## config.mk

```make
export PLATFORM = sky130hd
export DESIGN_NAME = neo_kmulti
export DESIGN_NICKNAME = d
export VERILOG_FILES = /design/src/rtl/neo_kmulti.sv
export SDC_FILE = /design/constraint.sdc
export NUM_CORES = 2
export LEC_CHECK = 0
export CAP_MARGIN = 0
export CORE_MARGIN = 2
export CORE_UTILIZATION = 50
export CTS_BUF_LIST = sky130_fd_sc_hd__clkbuf_8
export DETAILED_ROUTE_END_ITERATION = 10
export MAX_ROUTING_LAYER = met4
export PLACE_DENSITY = 0.68
export REMOVE_ABC_BUFFERS = 1
export SLEW_MARGIN = 40
export SYNTH_ARGS = -nofsm -noshare
export SYNTH_HDL_FRONTEND = slang
export SYNTH_SLANG_ARGS = --single-unit
```

## constraint.sdc

```tcl
create_clock -name Clk -period 18.8 [get_ports Clk]
set_input_delay 3.76 -clock Clk [delete_from_list [all_inputs] [get_ports Clk]]
set_output_delay 3.76 -clock Clk [all_outputs]
set_load 0.05 [all_outputs]
```

## src/rtl/neo_kmulti.sv

```systemverilog
// neo_kmulti: multi-channel NEO detector, psi(c) = x[c]^2 - x[c-k]*x[c+k], with spike flag and count.
// Latency: center c is written 2 cycles after the read of sample c+k; one channel spans M+2+k cycles.
// Backpressure: none; reads are issued open-loop and the memory must answer the cycle after ren.
module neo_kmulti #(
  parameter int N    = 16,
  parameter int M    = 16,
  parameter int C    = 2,
  parameter int KMAX = 4
) (
  input  logic                                Clk,
  input  logic                                reset,
  input  logic                                start,
  input  logic [$clog2(KMAX):0]               k_sel,
  input  logic signed [2*N:0]                 threshold,
  input  logic signed [N-1:0]                 rdata,
  output logic                                ren,
  output logic [$clog2(C)+$clog2(M)-1:0]      raddr,
  output logic                                wen,
  output logic [$clog2(C)+$clog2(M)-1:0]      waddr,
  output logic signed [2*N:0]                 wdata,
  output logic                                spike,
  output logic [$clog2(C*M):0]                spike_cnt,
  output logic                                busy,
  output logic                                done,
  output logic                                k_err
);

  localparam int IW = $clog2(M);
  localparam int CB = (C > 1) ? $clog2(C) : 1;
  localparam int AW = $clog2(C) + IW;
  localparam int KW = $clog2(KMAX) + 1;
  localparam int SW = $clog2(C*M) + 1;
  localparam int PW = 2*N + 1;

  localparam logic [2:0] S_IDLE  = 3'd0;
  localparam logic [2:0] S_READ  = 3'd1;
  localparam logic [2:0] S_DRAIN = 3'd2;
  localparam logic [2:0] S_FLUSH = 3'd3;
  localparam logic [2:0] S_DONE  = 3'd4;

  logic [2:0]           state;
  logic [CB-1:0]        ch;
  logic [IW-1:0]        idx;
  logic [KW-1:0]        fcnt;
  logic [KW-1:0]        k_q;
  logic signed [PW-1:0] thr_q;

  // read-return stage: rvld marks the cycle rdata carries sample ridx
  logic                 rvld;
  logic [IW-1:0]        ridx;

  // win[t] holds x[ridx - t]; the incoming rdata is tap 0
  logic signed [N-1:0]  win [1:2*KMAX];

  logic [31:0]          k32;
  logic [31:0]          ridx32;
  logic                 ch_last;
  logic                 flush_end;
  logic                 accept;
  logic                 enter_read;
  logic [IW-1:0]        cidx;
  logic [IW-1:0]        fidx;
  logic signed [N-1:0]  x_c;
  logic signed [N-1:0]  x_m;
  logic signed [2*N-1:0] sq;
  logic signed [2*N-1:0] cr;
  logic signed [PW-1:0] psi;

  assign k32        = 32'(k_q);
  assign ridx32     = 32'(ridx);
  assign ch_last    = (ch == CB'(C-1));
  assign flush_end  = (state == S_FLUSH) && (fcnt == k_q);
  assign accept     = (state == S_IDLE) && start;
  assign enter_read = accept || (flush_end && !ch_last);
  assign cidx       = IW'(ridx32 - k32);
  assign fidx       = IW'(32'(M) - k32 + 32'(fcnt));

  assign ren   = (state == S_READ);
  assign raddr = AW'({ch, idx});
  assign busy  = (state == S_READ) || (state == S_DRAIN) || (state == S_FLUSH);
  assign done  = (state == S_DONE);

  // select the center (tap k) and far (tap 2k) samples for the current lag
  always_comb begin
    x_c = '0;
    x_m = '0;
    for (int t = 1; t <= 2*KMAX; t++) begin
      if (t == k32)     x_c = win[t];
      if (t == 2 * k32) x_m = win[t];
    end
  end

  // exact Teager energy: 2N-bit products, 2N+1-bit difference
  assign sq  = x_c * x_c;
  assign cr  = x_m * rdata;
  assign psi = $signed({sq[2*N-1], sq}) - $signed({cr[2*N-1], cr});

  // run sequencing: READ M cycles, DRAIN 1, FLUSH k+1, per channel
  always_ff @(posedge Clk or negedge reset) begin
    if (!reset) begin
      state <= S_IDLE;
      ch    <= '0;
      idx   <= '0;
      fcnt  <= '0;
      k_q   <= KW'(1);
      thr_q <= '0;
      k_err <= 1'b0;
    end else begin
      case (state)
        S_IDLE: begin
          if (start) begin
            state <= S_READ;
            ch    <= '0;
            idx   <= '0;
            thr_q <= threshold;
            if (k_sel == '0 || 32'(k_sel) > 32'(KMAX)) begin
              k_q   <= KW'(1);
              k_err <= 1'b1;
            end else begin
              k_q   <= k_sel;
              k_err <= 1'b0;
            end
          end
        end
        S_READ: begin
          if (idx == IW'(M-1)) begin
            state <= S_DRAIN;
            idx   <= '0;
          end else begin
            idx <= idx + 1'b1;
          end
        end
        S_DRAIN: begin
          state <= S_FLUSH;
          fcnt  <= '0;
        end
        S_FLUSH: begin
          if (fcnt == k_q) begin
            if (ch_last) begin
              state <= S_DONE;
            end else begin
              state <= S_READ;
              ch    <= ch + 1'b1;
              idx   <= '0;
            end
          end else begin
            fcnt <= fcnt + 1'b1;
          end
        end
        S_DONE: state <= S_IDLE;
        default: state <= S_IDLE;
      endcase
    end
  end

  // register the read strobe so the next cycle knows which sample rdata holds
  always_ff @(posedge Clk or negedge reset) begin
    if (!reset) begin
      rvld <= 1'b0;
      ridx <= '0;
    end else begin
      rvld <= ren;
      ridx <= idx;
    end
  end

  // sample window: cleared at each channel start, shifts on every returned sample
  always_ff @(posedge Clk or negedge reset) begin
    if (!reset) begin
      for (int t = 1; t <= 2*KMAX; t++) win[t] <= '0;
    end else if (enter_read) begin
      for (int t = 1; t <= 2*KMAX; t++) win[t] <= '0;
    end else if (rvld) begin
      win[1] <= rdata;
      for (int t = 2; t <= 2*KMAX; t++) win[t] <= win[t-1];
    end
  end

  // result writes: pipeline centers from returned samples, then zero-filled tail centers
  always_ff @(posedge Clk or negedge reset) begin
    if (!reset) begin
      wen   <= 1'b0;
      waddr <= '0;
      wdata <= '0;
      spike <= 1'b0;
    end else if (rvld && ridx32 >= k32) begin
      wen   <= 1'b1;
      waddr <= AW'({ch, cidx});
      if (ridx32 < 2 * k32) begin
        // center c < k has no left neighbour at distance k
        wdata <= '0;
        spike <= 1'b0;
      end else begin
        wdata <= psi;
        spike <= (psi > thr_q);
      end
    end else if (state == S_FLUSH && fcnt < k_q) begin
      wen   <= 1'b1;
      waddr <= AW'({ch, fidx});
      wdata <= '0;
      spike <= 1'b0;
    end else begin
      wen   <= 1'b0;
      wdata <= '0;
      spike <= 1'b0;
    end
  end

  // spike counter: cleared on accepted start, saturating, held between runs
  always_ff @(posedge Clk or negedge reset) begin
    if (!reset) begin
      spike_cnt <= '0;
    end else if (accept) begin
      spike_cnt <= '0;
    end else if (spike && !(&spike_cnt)) begin
      spike_cnt <= spike_cnt + SW'(1);
    end
  end

endmodule

```

Yosys cells after proc, flatten, opt, wreduce, memory -nomap -nowiden --
Index checks and enable logic that the tools add are counted.
Cells by class: add/sub/neg operators 8, multipliers 2, order comparisons 5, eq/ne operators 18, multiplexer cells 41, reduce and logical (&&, ||, !) cells 26
Operators by type and width (number):
- 128-bit two-way mux | 2
- 16-bit two-way mux | 11
- 33-bit two-way mux | 2
- 16-bit by 16-bit multiplier with 32-bit output | 2
- 33-bit > comparator | 1
- 32-bit by 32-bit subtractor with 33-bit output | 1
- 3-bit two-way mux | 6
- 4-bit two-way mux | 4
- 3-bit equality test, first input constant | 4
- 6-bit two-way mux | 2
- 3-bit case mux with 4 select lines | 1
- 4-bit case mux with 3 select lines | 1
- 5-bit two-way mux | 2
- 2-bit nonzero test | 5
- 1-bit two-way mux | 8
- 2-bit != test, second input constant | 4
- 6-bit by 1-bit adder with 6-bit output, second input constant | 1
- 2-bit by 3-bit equality test with 1-bit output, first input constant | 2
- 3-bit by 2-bit equality test with 1-bit output, second input constant | 2
- 1-bit logical AND | 6
- 3-bit logical NOT | 2
- 3-bit case mux with 2 select lines | 1
- 3-bit AND reduction | 2
- 6-bit AND reduction | 1
- 22 further kinds | 27
Storage, ports and cells: register bits after elaboration 227, bits of input ports 55, output and inout port bits 55, word-level logic and storage cells 122

Depth between registers and ports, before layout --
depth in word-level cells 13, mapped depth 41, mapped depth without buffers 37

Worst setup path before layout --
No wires, ideal clock.
path kind input to register, start input rdata[0], end register spike, setup time 0.125 ns, data arrival time 11.179 ns, data required time 18.675 ns, setup slack 7.496 ns, cell stages on the path 31, buffers on the path 0, cell sequence nand2_1 > inv_1 > fa_1 > inv_1 > fa_1 > inv_1 > fa_1 > inv_1 > fa_1 > fa_1 > fa_1 > fa_1 > inv_1 > fa_1 > inv_1 > ha_1 > and4_1 > and3_1 > o311ai_2 > a31oi_1 > o31a_1 > o21ai_1 > o31a_1 > ha_1 > and3_1 > nand4_1 > nor4_1 > a2111oi_0 > o2111ai_1 > nand4_1 > o31ai_1
Between the ends: longest elaborated chain between the ends 5
Ends and longest elaborated chain:
- start: declaration | RTL line 15 | input logic signed [N-1:0] rdata,
- 16-bit by 16-bit multiplier with 32-bit output | RTL line 95 | assign cr = x_m * rdata;
- 32-bit by 32-bit subtractor with 33-bit output | RTL line 96 | assign psi = $signed({sq[2*N-1], sq}) - $signed({cr[2*N-1], cr});
- 33-bit > comparator | RTL line 195 | spike <= (psi > thr_q);
- 1-bit two-way mux | RTL line 189 | if (ridx32 < 2 * k32) begin
- 1-bit two-way mux | RTL line 186 | end else if (rvld && ridx32 >= k32) begin
- end signal: assignment | RTL line 195
- end: declaration | RTL line 21 | output logic spike,
No other way between the ends. A chain may end at the register's enable or synchronous reset.

Final worst setup path --
start input rdata[2], end register spike
Same word-level chain as after synthesis.

==> results.yml <==
outcome:
  status: "finished, final reports clean"
die:
  ios: 110
  dieWidth_um: 252.6
  die-height_um: 252.6
  core_um2: 61370
  initial_core_util_pct: 50.37
  rows: 91
  dieArea_um2: 63830
setup_path:
  cp.arrival_ns: 13.13
  critPathMaxStageDelay_ns: 1.03
  regToRegSetupSlack_ns: 7.03
  cpMostUsedCell: "fa_1"
  timing.rr.start: "k_q[0]"
  worstPathMaxFanout: 17
  cp_slowest_cell: "clkdlybuf4s50_1"
  cp-start-kind: "input pin"
  cp-end-kind: "register"
  startpoint: "rdata[2]"
  required_ns: 19.25
  ff2ff_path_depth: 33
  r2r-end: "spike"
  cp-endpoint: "spike"
  timing_worst_setup_path_type: "input pin to register"
sta:
  min_period_ns: 12.68
  fin_crit_sh_pct: 67.46
  relSlewSlack_pct: 42.57
  finalMaxSlewViolations: 0
  hold_viol: 0
  max_freq_mhz: 78.84
  skew_ns: 0.03422
  post-route-worst-setup-slack_ns: 6.117
  tightest_slew_ns: 0.8588
  timing.final.setup_violations: 0
  final.setup.tns_ns: 0
  grt_setup_unrepaired: "false"
yosys:
  yosysWarnings: 0
  yosys.area.top_type: "fa_1"
  ys_seq_area_share_pct: 18.38
  yosysTopAreaCellShare_pct: 35.88
  synth_flop_cell: "dfrtp_1"
  syn_area_um2: 30910
  ys_ff_latch: 227
  async_reset_ff_share_pct: 100.0
  synth_area_leaders: "fa_1, dfrtp_1, inv_1"
  synthCells: 3191
  yosysUniqueCellTypes: 76
  synth_edf_count: 0
  synth.avg_cell_area_um2: 9.687
clock_network:
  htree_levels: 2
  clkSinkCount: 227
  cts_resized: 0
  cts-root-buf: "clkbuf_8"
  cts_tree: "built"
  clk_latency_ns: 0.58
  numCtsBuffers: 39
  holdBufCountCts: 0
  clock_path_buffers: 3
  path_clk_slew_ns: 0.07
  cts_setup_buffers: 0
placement:
  gp_congestion: 0.9576
  dpl.cell_count: 4014
  port_buffers: 109
  post-place-ws_ns: 5.518
  dpl.hpwl_um: 58990
  post_dp_cell_area_um2: 32830
final_layout:
  instances_no_fill: 4082
  drive_above_1_share_pct: 5.682
  mostFrequentLayoutCells: "inv_1, fa_1, nor2_1, nand2_1, dfrtp_1"
  finalInstanceArea_um2: 33690
  fin_nets: 4093
  final_common_cell: "inv_1"
  syn2layout_area_growth_pct: 9.002
global_routing:
  grt_pass1_wl_um: 122700
  grt.total_usage_pct: 25.60
  grt_pass1_vias: 22680
  grt_overflow: 0
  antenna_found_initial: 1
  grt_max_degree: 98
min_path:
  min-delay-start: "idx[3]"
  hold_path_class: "register to register"
job:
  cap_violations: 0
drt:
  via_count: 21180
  wirelength_um: 74880
  drc: 0
  drt_first_pass_iters: 5
  viasPerCell: 5.189
  ant_nets: 0
  wl_per_cell_um: 18.34
  drt-initial-drc-count: 1341
logic make-up after synthesis:
group | count (synthesis) | share of synthesized area, %
buffers and inverters | 898 | 11.22
AOI/OAI and AO/OA | 259 | 5.473
adders and majority gates | 773 | 44.74
muxes | 180 | 6.505
xor gates and xnor gates | 66 | 1.915
DFF | 227 | 18.38
and+or+nand+nor | 788 | 11.77
synthesized netlist by cell type, types with 5 or more instances:
master / count
inv_1: 767
fa_1: 554
nor2_1: 274
nand2_1: 248
dfrtp_1: 226
ha_1: 219
mux2i_1: 160
and2_1: 107
clkbuf_1: 72
a21oi_1: 64
o21ai_0: 64
nor2b_1: 50
xnor2_1: 45
nand2b_1: 40
buf_2: 32
xor2_1: 20
a21o_1: 17
mux4_2: 16
o21ai_1: 16
nand3_1: 14
nand4_1: 13
a211oi_1: 11
inv_2: 11
o21a_1: 11
a21oi_2: 8
nor3_1: 6
o211ai_1: 6
o31ai_1: 6
or2_1: 6
or2_2: 6
a22o_1: 5
and3_1: 5
buf_1: 5
buf_4: 5
buf_6: 5
layer usage:
metal | wire length, µm | GRT usage [%] | up-vias
met4 | 2126 | 6.746 | 0
met1 | 32910 | 34.75 | 10800
met3 | 4490 | 4.037 | 118
li1 | - | - | 9764
met5 | 0 | - | -
met2 | 35340 | 40.36 | 500
cell type report:
type | count | area (µm²)
Antenna cell | 1 | 2.502
Timing Repair Buffer | 152 | 1393
Tap cell | 790 | 988.4
Multi-Input combinational cell | 2066 | 21820
Fill cell | 5443 | 27680
Clock buffer | 49 | 674.4
Sequential cell | 227 | 5690
Clock inverter | 18 | 200.2
Inverter | 779 | 2924
sequential cells by signal, summed over array words and instances (netlist names), 3 cells and up:
name	flops
ridx	4
win	128
spike_cnt	6
wdata	33
waddr	5
thr_q	33
idx	4
fcnt	3
k_q	3
state	3
critical path: cells and delay by family:
family          cells  cell delay, ns
fa+ha+maj          10            5.28
simple gates        7            1.51
buf+inv             6            1.34
compound gates      7            1.23
worst min path at each step:
stage | to | slack (ns) | cells past startpoint
2_1_floorplan | thr_q[0] | 0.45 | 2
3_3_place_gp | k_err | 0.46 | 2
3_5_place_dp | k_err | 0.48 | 2
4_1_cts | k_err | 0.49 | 2
5_1_grt | k_err | 0.52 | 2
6_report | ridx[3] | 0.48 | 0
metrics by stage:
stage	util, %	hold WS [ns]
4_1_cts	54.92	0.4926
2_1_floorplan	-	0.4523
6_report	54.90	0.4825
3_5_place_dp	53.49	0.4780
3_3_place_gp	53.49	0.4613
5_1_grt	54.90	0.5171
Power is not shown: default switching activity piles up to over one toggle a cycle in this logic, so the estimate is an artifact.
